`config.mk`:
```
export PLATFORM = sky130hd
export DESIGN_NAME = mem_wb_multi
export DESIGN_NICKNAME = d
export VERILOG_FILES = /design/src/rtl/mem_wb_multi.sv
export SDC_FILE = /design/constraint.sdc
export NUM_CORES = 1
export LEC_CHECK = 0
export BUFFER_PORTS_ARGS = -buffer_cell sky130_fd_sc_hd__buf_2
export CAP_MARGIN = 20
export CORE_MARGIN = 2
export CORE_UTILIZATION = 41
export CTS_BUF_LIST = sky130_fd_sc_hd__clkbuf_4 sky130_fd_sc_hd__clkbuf_8
export CTS_CLUSTER_SIZE = 8
export DETAILED_ROUTE_END_ITERATION = 8
export PLACE_DENSITY_LB_ADDON = 0.05
export SYNTH_ARGS = -nofsm -noshare
export SYNTH_HDL_FRONTEND = slang
export SYNTH_SLANG_ARGS = --single-unit
```
`constraint.sdc`:
```
create_clock -name clk_in -period 0.8 [get_ports clk_in]
set_input_delay 0.08 -clock clk_in [delete_from_list [all_inputs] [get_ports clk_in]]
set_output_delay 0.08 -clock clk_in [all_outputs]
set_load 0.01 [all_outputs]
```
`src/rtl/mem_wb_multi.sv`:
```
// mem_wb_multi: MEM->WB pipeline register for a multi-issue core.
// Carries NUM_CH register-write channels. Each edge does one of four things,
// in priority order: flush, bubble, advance or hold.
// On advance, a channel's write is dropped when it targets x0, or when a
// younger channel writes the same register in the same cycle.
// Optional feature macro: MEM_WB_PERF_CNT_EN enables the retire and bubble
// counters. When the macro is undefined, both count ports are tied to 0.
module mem_wb_multi #(
    parameter int NUM_CH  = 2,
    parameter int DATA_W  = 32,
    parameter int IDX_W   = 5,
    parameter int STALL_W = 6,
    parameter int STAGE   = 4,
    parameter int CNT_W   = 32
) (
    input  logic                       clk_in,
    input  logic                       rst_in,
    input  logic [STALL_W-1:0]         stall_in,
    input  logic                       flush_in,
    input  logic [NUM_CH-1:0]          valid_in,
    input  logic [NUM_CH-1:0]          rdE_in,
    input  logic [NUM_CH*IDX_W-1:0]    rdIdx_in,
    input  logic [NUM_CH*DATA_W-1:0]   rdData_in,
    output logic [NUM_CH-1:0]          rdE_out,
    output logic [NUM_CH*IDX_W-1:0]    rdIdx_out,
    output logic [NUM_CH*DATA_W-1:0]   rdData_out,
    output logic [CNT_W-1:0]           retire_cnt_out,
    output logic [CNT_W-1:0]           bubble_cnt_out
);

    // WB's stall bit must exist above this stage's bit.
    if (STAGE > STALL_W - 2) begin : g_bad_stage
        $error("mem_wb_multi: STAGE must be <= STALL_W-2");
    end

    logic                      stall_me;
    logic                      bubble;
    logic                      advance;
    logic [NUM_CH-1:0]         keep;
    logic [NUM_CH-1:0]         rdE_d,    rdE_q;
    logic [NUM_CH*IDX_W-1:0]   rdIdx_d,  rdIdx_q;
    logic [NUM_CH*DATA_W-1:0]  rdData_d, rdData_q;

    assign stall_me = stall_in[STAGE];
    assign bubble   = stall_me && !stall_in[STAGE+1];
    assign advance  = !stall_me;

    // Decide per channel whether its write survives x0 and same-cycle WAW filtering.
    always_comb begin
        keep = '0;
        for (int c = 0; c < NUM_CH; c++) begin
            keep[c] = rdE_in[c] && (rdIdx_in[c*IDX_W +: IDX_W] != '0);
            for (int y = c + 1; y < NUM_CH; y++) begin
                if (rdE_in[y] && (rdIdx_in[y*IDX_W +: IDX_W] == rdIdx_in[c*IDX_W +: IDX_W])) begin
                    keep[c] = 1'b0;
                end
            end
        end
    end

    // Next state of the write-back payload: flush/bubble zero it, advance loads, else hold.
    always_comb begin
        rdE_d    = rdE_q;
        rdIdx_d  = rdIdx_q;
        rdData_d = rdData_q;
        if (flush_in || bubble) begin
            rdE_d    = '0;
            rdIdx_d  = '0;
            rdData_d = '0;
        end else if (advance) begin
            for (int c = 0; c < NUM_CH; c++) begin
                rdE_d[c]                   = keep[c];
                rdIdx_d[c*IDX_W +: IDX_W]  = keep[c] ? rdIdx_in[c*IDX_W +: IDX_W] : '0;
                rdData_d[c*DATA_W +: DATA_W] = keep[c] ? rdData_in[c*DATA_W +: DATA_W] : '0;
            end
        end
    end

    // Payload register; reset clears it immediately.
    always_ff @(posedge clk_in or negedge rst_in) begin
        if (!rst_in) begin
            rdE_q    <= '0;
            rdIdx_q  <= '0;
            rdData_q <= '0;
        end else begin
            rdE_q    <= rdE_d;
            rdIdx_q  <= rdIdx_d;
            rdData_q <= rdData_d;
        end
    end

    assign rdE_out    = rdE_q;
    assign rdIdx_out  = rdIdx_q;
    assign rdData_out = rdData_q;

`ifdef MEM_WB_PERF_CNT_EN
    logic [CNT_W-1:0] pop;
    logic [CNT_W-1:0] retire_d, retire_q;
    logic [CNT_W-1:0] bubble_d, bubble_q;

    // Count retiring instructions; the popcount is taken modulo the counter width.
    always_comb begin
        pop = '0;
        for (int c = 0; c < NUM_CH; c++) begin
            pop = pop + CNT_W'(valid_in[c]);
        end
        retire_d = retire_q;
        bubble_d = bubble_q;
        if (!flush_in) begin
            if (bubble) begin
                bubble_d = bubble_q + CNT_W'(1);
            end else if (advance) begin
                retire_d = retire_q + pop;
            end
        end
    end

    // Wrapping performance counters.
    always_ff @(posedge clk_in or negedge rst_in) begin
        if (!rst_in) begin
            retire_q <= '0;
            bubble_q <= '0;
        end else begin
            retire_q <= retire_d;
            bubble_q <= bubble_d;
        end
    end

    assign retire_cnt_out = retire_q;
    assign bubble_cnt_out = bubble_q;
`else
    assign retire_cnt_out = '0;
    assign bubble_cnt_out = '0;
`endif

    // Stall bits owned by other stages are deliberately not observed.
    logic unused_bits;
    assign unused_bits = ^{stall_in, valid_in};

endmodule

```
==> metrics.md, run 1 <==
| Metric | Value |
|---|---|
| Vias per cell | between 4 and 5 |
| Post-synth EDFFs | 0 |
| Syn Area/Cell | 13.3 sq um |
| Clock Path Buffers | 2 |
| ANT nets after route | 0 |
| Total track usage | 20.8% |
| Final nets | 617 |
| Syn Inst Count | 256 |
| Vias in the first global route | between 2000 and 3000 |
| Most numerous cell in the Yosys netlist | dfrtp_1 |
| Worst setup margin | -0.309 ns |
| Async SR Flop Fraction | 100% |
| WS Path Type | primary input to flop |
| First-pass GRT wire length | 14.4 mm |
| Critical-path maximum fanout | 5 |
| Area leader, netlist | dfrtp_1 |
| Post-route cell area | 5540 sq um |
| I/O pin cnt | 227 |
| Status | complete, but fails checks |
| Synthesis warning total | 0 |
| Initial DRC count | 109 |
| Worst Hold Class | primary input to flop |
| Post-synthesis sequential area ratio | 55.9% |
| Power per cell area | around 1400 nW/um^2 |
| Area growth from synthesis to layout | 62.8% |
| Die Y | 95.1 um |
| Crit path capture type | flop |
| Largest net degree at the start of global routing | 39 |
| Placed cell count | just over 500 |
| Sink Count | 76 |
| Die ar. | 9040 sq um |
| Grt ovf | 0 |
| Unique masters post-synth | 26 |
| Die X | 95.1 um |
| CTS H-tree depth | 3 |
| Final GP Congestion | 0.800 |
| CP cell instances | buf_8 -> or3_4 -> o311a_4 -> clkbuf_16 -> a22o_1 |
| Leakage power | 3.17 nW |
| Maximum clock frequency | between 900 and 1000 MHz |
| Final Critical Period | 1.11 ns |
| Placed Area | 4170 sq um |
| Synth area leaders | dfrtp_1 56%, buf_4 14%, a32o_2 11% |
| TritonRoute pass-1 iters | 4 |
| Finished Layout Cells | 637 |
| I/O Buffers | 156 |
| Post-Route WL | 10.0 mm |
| WL/cell | about 16 um |
| DPL Wire Length | 5.44 mm |
| TritonCTS Buffers | 9 |
| Via Count | about 3000 |
| Max_cap viols | 0 |
| Crit path DAT | 1.33 ns |
| CP required | 1.02 ns |
| Clk slew on worst S/H paths | about 0.070 ns |
| Setup violations, final | 150 |
| Worst VDD drop | around 830 uV |
| Core area | 8130 sq um |
| Rows | 33 |
| Clk Latency, worst-skew pair | 0.33 ns |
| Violated checks | negative setup slack |
| Pre-CTS setup slack | -0.711 ns |
| CTS tree | yes |
| Root Buffer Master | clkbuf_8 |
| Critical Path Max Stage Delay | 0.40 ns |
| CP max stage cell | o311a_4 |
| Final Hold Viols | 0 |
| Ys flop type | dfrtp_1 |
| Share of layout cells above drive strength 1 | 50.9% |
| ANT cells | 0 |
| Drt drc | 0 |
| Synth cell count leaders | 76 x dfrtp_1, 65 x buf_4, 35 x a22o_1, 32 x a32o_2, 8 x clkbuf_1 |
| Worst clock skew | 0 ns |
| Initial Utilization | 41.8% |
| Crit start category | primary input |
| Final Slew Violations | 0 |
| Post-synth top area share | 55.9% |
| RSZ-0062 raised after global routing | yes |
| Crit share post-route | 139% |
| Synth Register Bits | between 70 and 80 |
| Mapped Area | 3400 sq um |
| Setup TNS | -30.40 ns |
| Initial antenna violation count | 0 |
| Total of fill cells in the finished design | 627 |
state kept, by name, summed over array words and instances, names as in the netlist:
signal and flops:
rdData_out 64, rdIdx_out 10, rdE_out 2
metal layers:
layer | GRT usage [%] | share of wire, % | vias up
met1 | 26.2 | 41 | 1474
met3 | 3.87 | 5.9 | 9
met5 | 0 | 0 | -
li1 | - | - | 1382
met4 | 7.73 | 0.93 | 0
met2 | 35.7 | 52 | 122
final cells by class:
| cell class | instances | area [sq um] | share of cell area (%) |
|---|---|---|---|
| tap | 105 | 131 | 2.37 |
| timing repair buffer | 279 | 2140 | 38.7 |
| clock inverter | 4 | 20.0 | 0.362 |
| multi-input combinational | 164 | 1220 | 22.0 |
| sequential | 76 | 1900 | 34.3 |
| clock buffer | 9 | 124 | 2.24 |
worst max-delay path, delay by kind of cell:
kind	cells	cell delay [ns]
compound gates	2	0.58
simple gates	1	0.37
buf+inv	2	0.29
worst paths after layout:
| kind | slack, ns | endpoint | start | cells past startpoint |
|---|---|---|---|---|
| min in group asynchronous | 0.14 | rdData_out[22] | rst_in | 2 |
| worst max-delay path | -0.31 | rdData_out[47] | rdIdx_in[5] | 5 |
| worst max register to register | -0.14 | rdIdx_out[2] | rdIdx_out[2] | 3 |
| max in group asynchronous | 0.23 | rdData_out[43] | rst_in | 3 |
| worst min-delay path | 0.02 | rdData_out[14] | rdData_in[14] | 2 |
| worst min register to register | 0.48 | rdE_out[1] | rdE_out[1] | 1 |
power breakdown:
part	switching, mW	leakage (nW)	total (mW)	internal (mW)
Clock	1.26	0.0803	2.31	1.05
Combinational	0.695	2.05	1.50	0.804
Sequential	0.0721	1.04	4.04	3.96
kinds of logic (layout without fill, tap and decap cells):
kind of cell           after synthesis  in the layout  share of synthesized area (%)
other                                1             64                          0.110
AO/OA/AOI/OAI                       78             82                           22.7
AND/OR/NAND/NOR                     13             13                           2.21
flip-flops                          76             76                           55.9
buffers and inverters               83            292                           17.8
XOR/XNOR                             5              5                           1.29
per-stage QoR:
stage          hold slack (ns)  total power, mW  utilization [%]
6_report                0.0212             7.85             68.1
3_3_place_gp           -0.0513             5.12             51.2
4_1_cts               0.000928             7.84             65.3
2_1_floorplan           -0.216             4.80                -
5_1_grt                0.00688             8.24             68.1
3_5_place_dp           -0.0549             5.12             51.2
layout by cell type (no fill, tap or decap):
cell and n:
buf_2 131, dfrtp_1 76, conb_1 64, dlygate4sd3_1 63
buf_4 52, a22o_1 35, a32o_2 32, buf_6 24
clkbuf_8 9, o21a_4 5, a32o_1 5, buf_12 5
xor2_1 4, clkinv_2 4, nor2_1 3, nand3_1 2
a32oi_1 2, buf_16 2, nand2_1 1, nor2_4 1
or3_4 1, o311a_4 1, nor4_2 1, xnor2_1 1
or4_4 1, and2_1 1, nor2b_1 1, a21o_1 1
nand3b_1 1, a21oi_1 1, clkbuf_16 1, buf_8 1
repair_timing:
action / CTS / global route
buffers inserted: 21 / 15
pin swaps: 36 / 3
hold buffers: 63 / 0
endpoints found under the setup margin: 149 / 150
resized for setup: 25 / 13
cloned: 6 / 2
hold endpoints to repair: 138 / 0
Power figures use the tool's default switching activity.
==> inputs of run 2 (changes only) <==
Settings changed: CORE_UTILIZATION 41 to 43, REMOVE_ABC_BUFFERS set to 1.
==> run 2 against run 1 <==
Against the previous run: fmax rose by 0.87%; routed wire length fell by 0.73%; setup slack improved by 0.0095 ns; design area rose by 1.8%; sequential power barely moved; critical path depth did not move; utilization rose by 5.2 points; highest routed layer unchanged; final cell count did not move; the flow still finishes with violations (negative setup slack); worst hold slack got worse by 0.012 ns; clock power rose by 52%; non-clock buffer count did not move; combinational power barely moved.
==> metrics.md, run 2 (synthesis gave the netlist of run 1 again) <==
| Metric | Value |
|---|---|
| Leakage power | 3.21 nW (+1.3%) |
| Commonest non-fill, non-tap cell in the layout | buf_2 |
| Max_cap viols | 0 (unchanged) |
| Area growth from synthesis to layout | 65.7% |
| TritonCTS Buffers | 9 (unchanged) |
| Clk Latency, worst-skew pair | 0.34 ns (about the same) |
| Crit path capture type | flop |
| Initial antenna violation count | 0 (unchanged) |
| Hold_ws | 0.00921 ns (-0.0120 ns) |
| Sink Count | 76 (unchanged) |
| Power per cell area | 1600 nW/um^2 (+13%) |
| Root Buffer Master | clkbuf_8 |
| Post-Route WL | 9.95 mm (-0.73%) |
| CTS H-tree depth | 3 (unchanged) |
| CTS tree | yes |
| WL/cell | 15.6 um (-0.73%) |
| Setup violations, final | 150 (unchanged) |
| RSZ-0062 raised after global routing | yes |
| Clk slew on worst S/H paths | 0.07 ns (about the same) |
| TritonRoute pass-1 iters | 4 (unchanged) |
| Share of layout cells above drive strength 1 | 50.7% (-0.29 points) |
| ANT cells | 0 (unchanged) |
| Total of fill cells in the finished design | 546 (-13%) |
| CP cell instances | buf_8 -> or3_4 -> o311a_4 -> buf_12 -> a22o_1 |
| Worst VDD drop | 1520 uV (+83%) |
| First-pass GRT wire length | 14.9 mm (+3.8%) |
| I/O pin cnt | 227 (unchanged) |
| Psw | 2.13 mW (+5.0%) |
| Worst Hold Class | primary input to flop |
| Core area | 7690 sq um (-5.5%) |
| Clk pwr share | 38.8% (+9.3 points) |
| Initial DRC count | 81 (-26%) |
| Drt drc | 0 (unchanged) |
| Violated checks | negative setup slack |
| Critical-path maximum fanout | 18 (+13) |
| Placed Area | 4190 sq um (+0.51%) |
| Largest net degree at the start of global routing | 58 (+49%) |
| Critical Path Max Stage Delay | 0.39 ns (about the same) |
| Final Critical Period | 1.10 ns (-0.00951 ns) |
| Via Count | 3006 (+0.64%) |
| Vias in the first global route | 2983 (+2.5%) |
| Final Slew Violations | 0 (unchanged) |
| Initial Utilization | 44.3% (+2.4 points) |
| Die Y | 92.9 um (-2.3%) |
| CP required | 1.02 ns (about the same) |
| Hold path start | rdData_in[25] |
| Comb power frac | 16.6% (-2.5 points) |
| DPL Wire Length | 5.50 mm (+1.0%) |
| Total track usage | 22.6% (+1.8 points) |
| Crit path DAT | 1.32 ns (about the same) |
| Post-route cell area | 5640 sq um (+1.8%) |
| Pint | 6.91 mW (+19%) |
| Commonest non-fill, non-tap cells in the layout | 132 x buf_2, 76 x dfrtp_1, 65 x dlygate4sd3_1 |
| Max reg flops | 64 (unchanged) |
| CP max stage cell | o311a_4 |
| Worst setup margin | -0.299 ns (+0.00951 ns) |
| Status | complete, but fails checks |
| Worst clock skew | 0 ns (unchanged) |
| Final nets | 617 (unchanged) |
| Sw Share | 23.6% (-2.3 points) |
| Reg power frac | 44.7% (-6.7 points) |
| Maximum clock frequency | 910 MHz (+0.87%) |
| Vias per cell | 4.72 (+0.64%) |
| ANT nets after route | 0 (unchanged) |
| Grt ovf | 0 (unchanged) |
| Finished Layout Cells | 637 (unchanged) |
| Reg-to-reg critical path startpoint | rdIdx_out[2] |
| Rows | 32 (-3.0%) |
| Clock Path Buffers | 2 (unchanged) |
| Final GP Congestion | 0.770 (-3.8%) |
| Crit start category | primary input |
| WS Path Type | primary input to flop |
| Die X | 92.9 um (-2.3%) |
| Die ar. | 8640 sq um (-4.5%) |
| Final core occ | 73.3% (+5.2 points) |
| Crit share post-route | 137% (-1.2 points) |
| Placed cell count | 514 (-0.58%) |
| Final Hold Viols | 0 (unchanged) |
| Final Power | 9.03 mW (+15%) |
| I/O Buffers | 156 (unchanged) |
| Crit path launch | rdIdx_in[5] |
## run 2: changes by cell type in the layout (fill, tap and decap cells not counted), moves of 2 or more
| cell | before | now |
|---|---|---|
| clkbuf_4 | 0 | 2 |
| buf_8 | 1 | 3 |
| clkinv_2 | 4 | 2 |
| bufinv_16 | 0 | 3 |
| buf_4 | 52 | 49 |
| dlygate4sd3_1 | 63 | 65 |
| buf_12 | 5 | 7 |
| buf_6 | 24 | 21 |
## run 2: power by group through the flow
stage	Combinational (mW)	Clock, mW	Sequential, mW
6_report	1.50	3.50	4.04
5_1_grt	1.62	3.75	4.05
4_1_cts	1.44	3.58	4.03
3_5_place_dp	1.03	0	4.10
3_3_place_gp	1.02	0	4.10
2_1_floorplan	0.358	0	4.16
## run 2: final cells by class
| cell class | instances | area [sq um] | share of cell area, % |
|---|---|---|---|
| timing repair buffer | 279 | 2160 | 38.2 |
| clock buffer | 11 | 139 | 2.46 |
| tap | 102 | 128 | 2.26 |
| sequential | 76 | 1900 | 33.7 |
| multi-input combinational | 164 | 1210 | 21.5 |
| clock inverter | 5 | 100 | 1.78 |
## run 2: final timing paths
check,endpoint,cells after the start,slack (ns)
worst max-delay path,rdData_out[52],5,-0.30
worst min-delay path,rdData_out[25],2,0.009
worst max register to register,rdIdx_out[2],3,-0.15
worst min register to register,rdE_out[1],1,0.48
max in group asynchronous,rdE_out[0],3,0.27
min in group asynchronous,rdData_out[38],3,0.28
## run 2: metal layers
| layer | GRT usage, % | up-vias | share of wire [%] |
|---|---|---|---|
| met3 | 4.88 | 10 | 6.1 |
| met2 | 40.0 | 139 | 53 |
| met4 | 6.99 | 0 | 1.0 |
| met1 | 27.5 | 1464 | 40 |
| li1 | - | 1393 | - |
| met5 | 0 | - | 0 |
## run 2: critical path: cells and delay by family
kind / cells / cell delay (ns)
buffers and inverters: 2 / 0.28
AND/OR/NAND/NOR: 1 / 0.38
AO/OA/AOI/OAI: 2 / 0.57
## run 2: timing repair
| action | CTS | global route |
|---|---|---|
| gates resized for setup | 28 | 12 |
| setup buffers | 25 | 11 |
| gates cloned | 6 | 0 |
| pin swaps | 36 | 3 |
| endpoints found under the hold margin | 140 | 0 |
| setup endpoints to repair | 149 | 150 |
| hold buffers | 65 | 0 |
## run 2: through the flow
step	worst slack [ns]	setup TNS, ns
finish	-0.299	-30.50
global route	-0.297	-33.62
CTS	-0.274	-30.28
detailed placement	-0.688	-47.53
global placement	-0.680	-47.36
floorplan	-1.13	-80.54
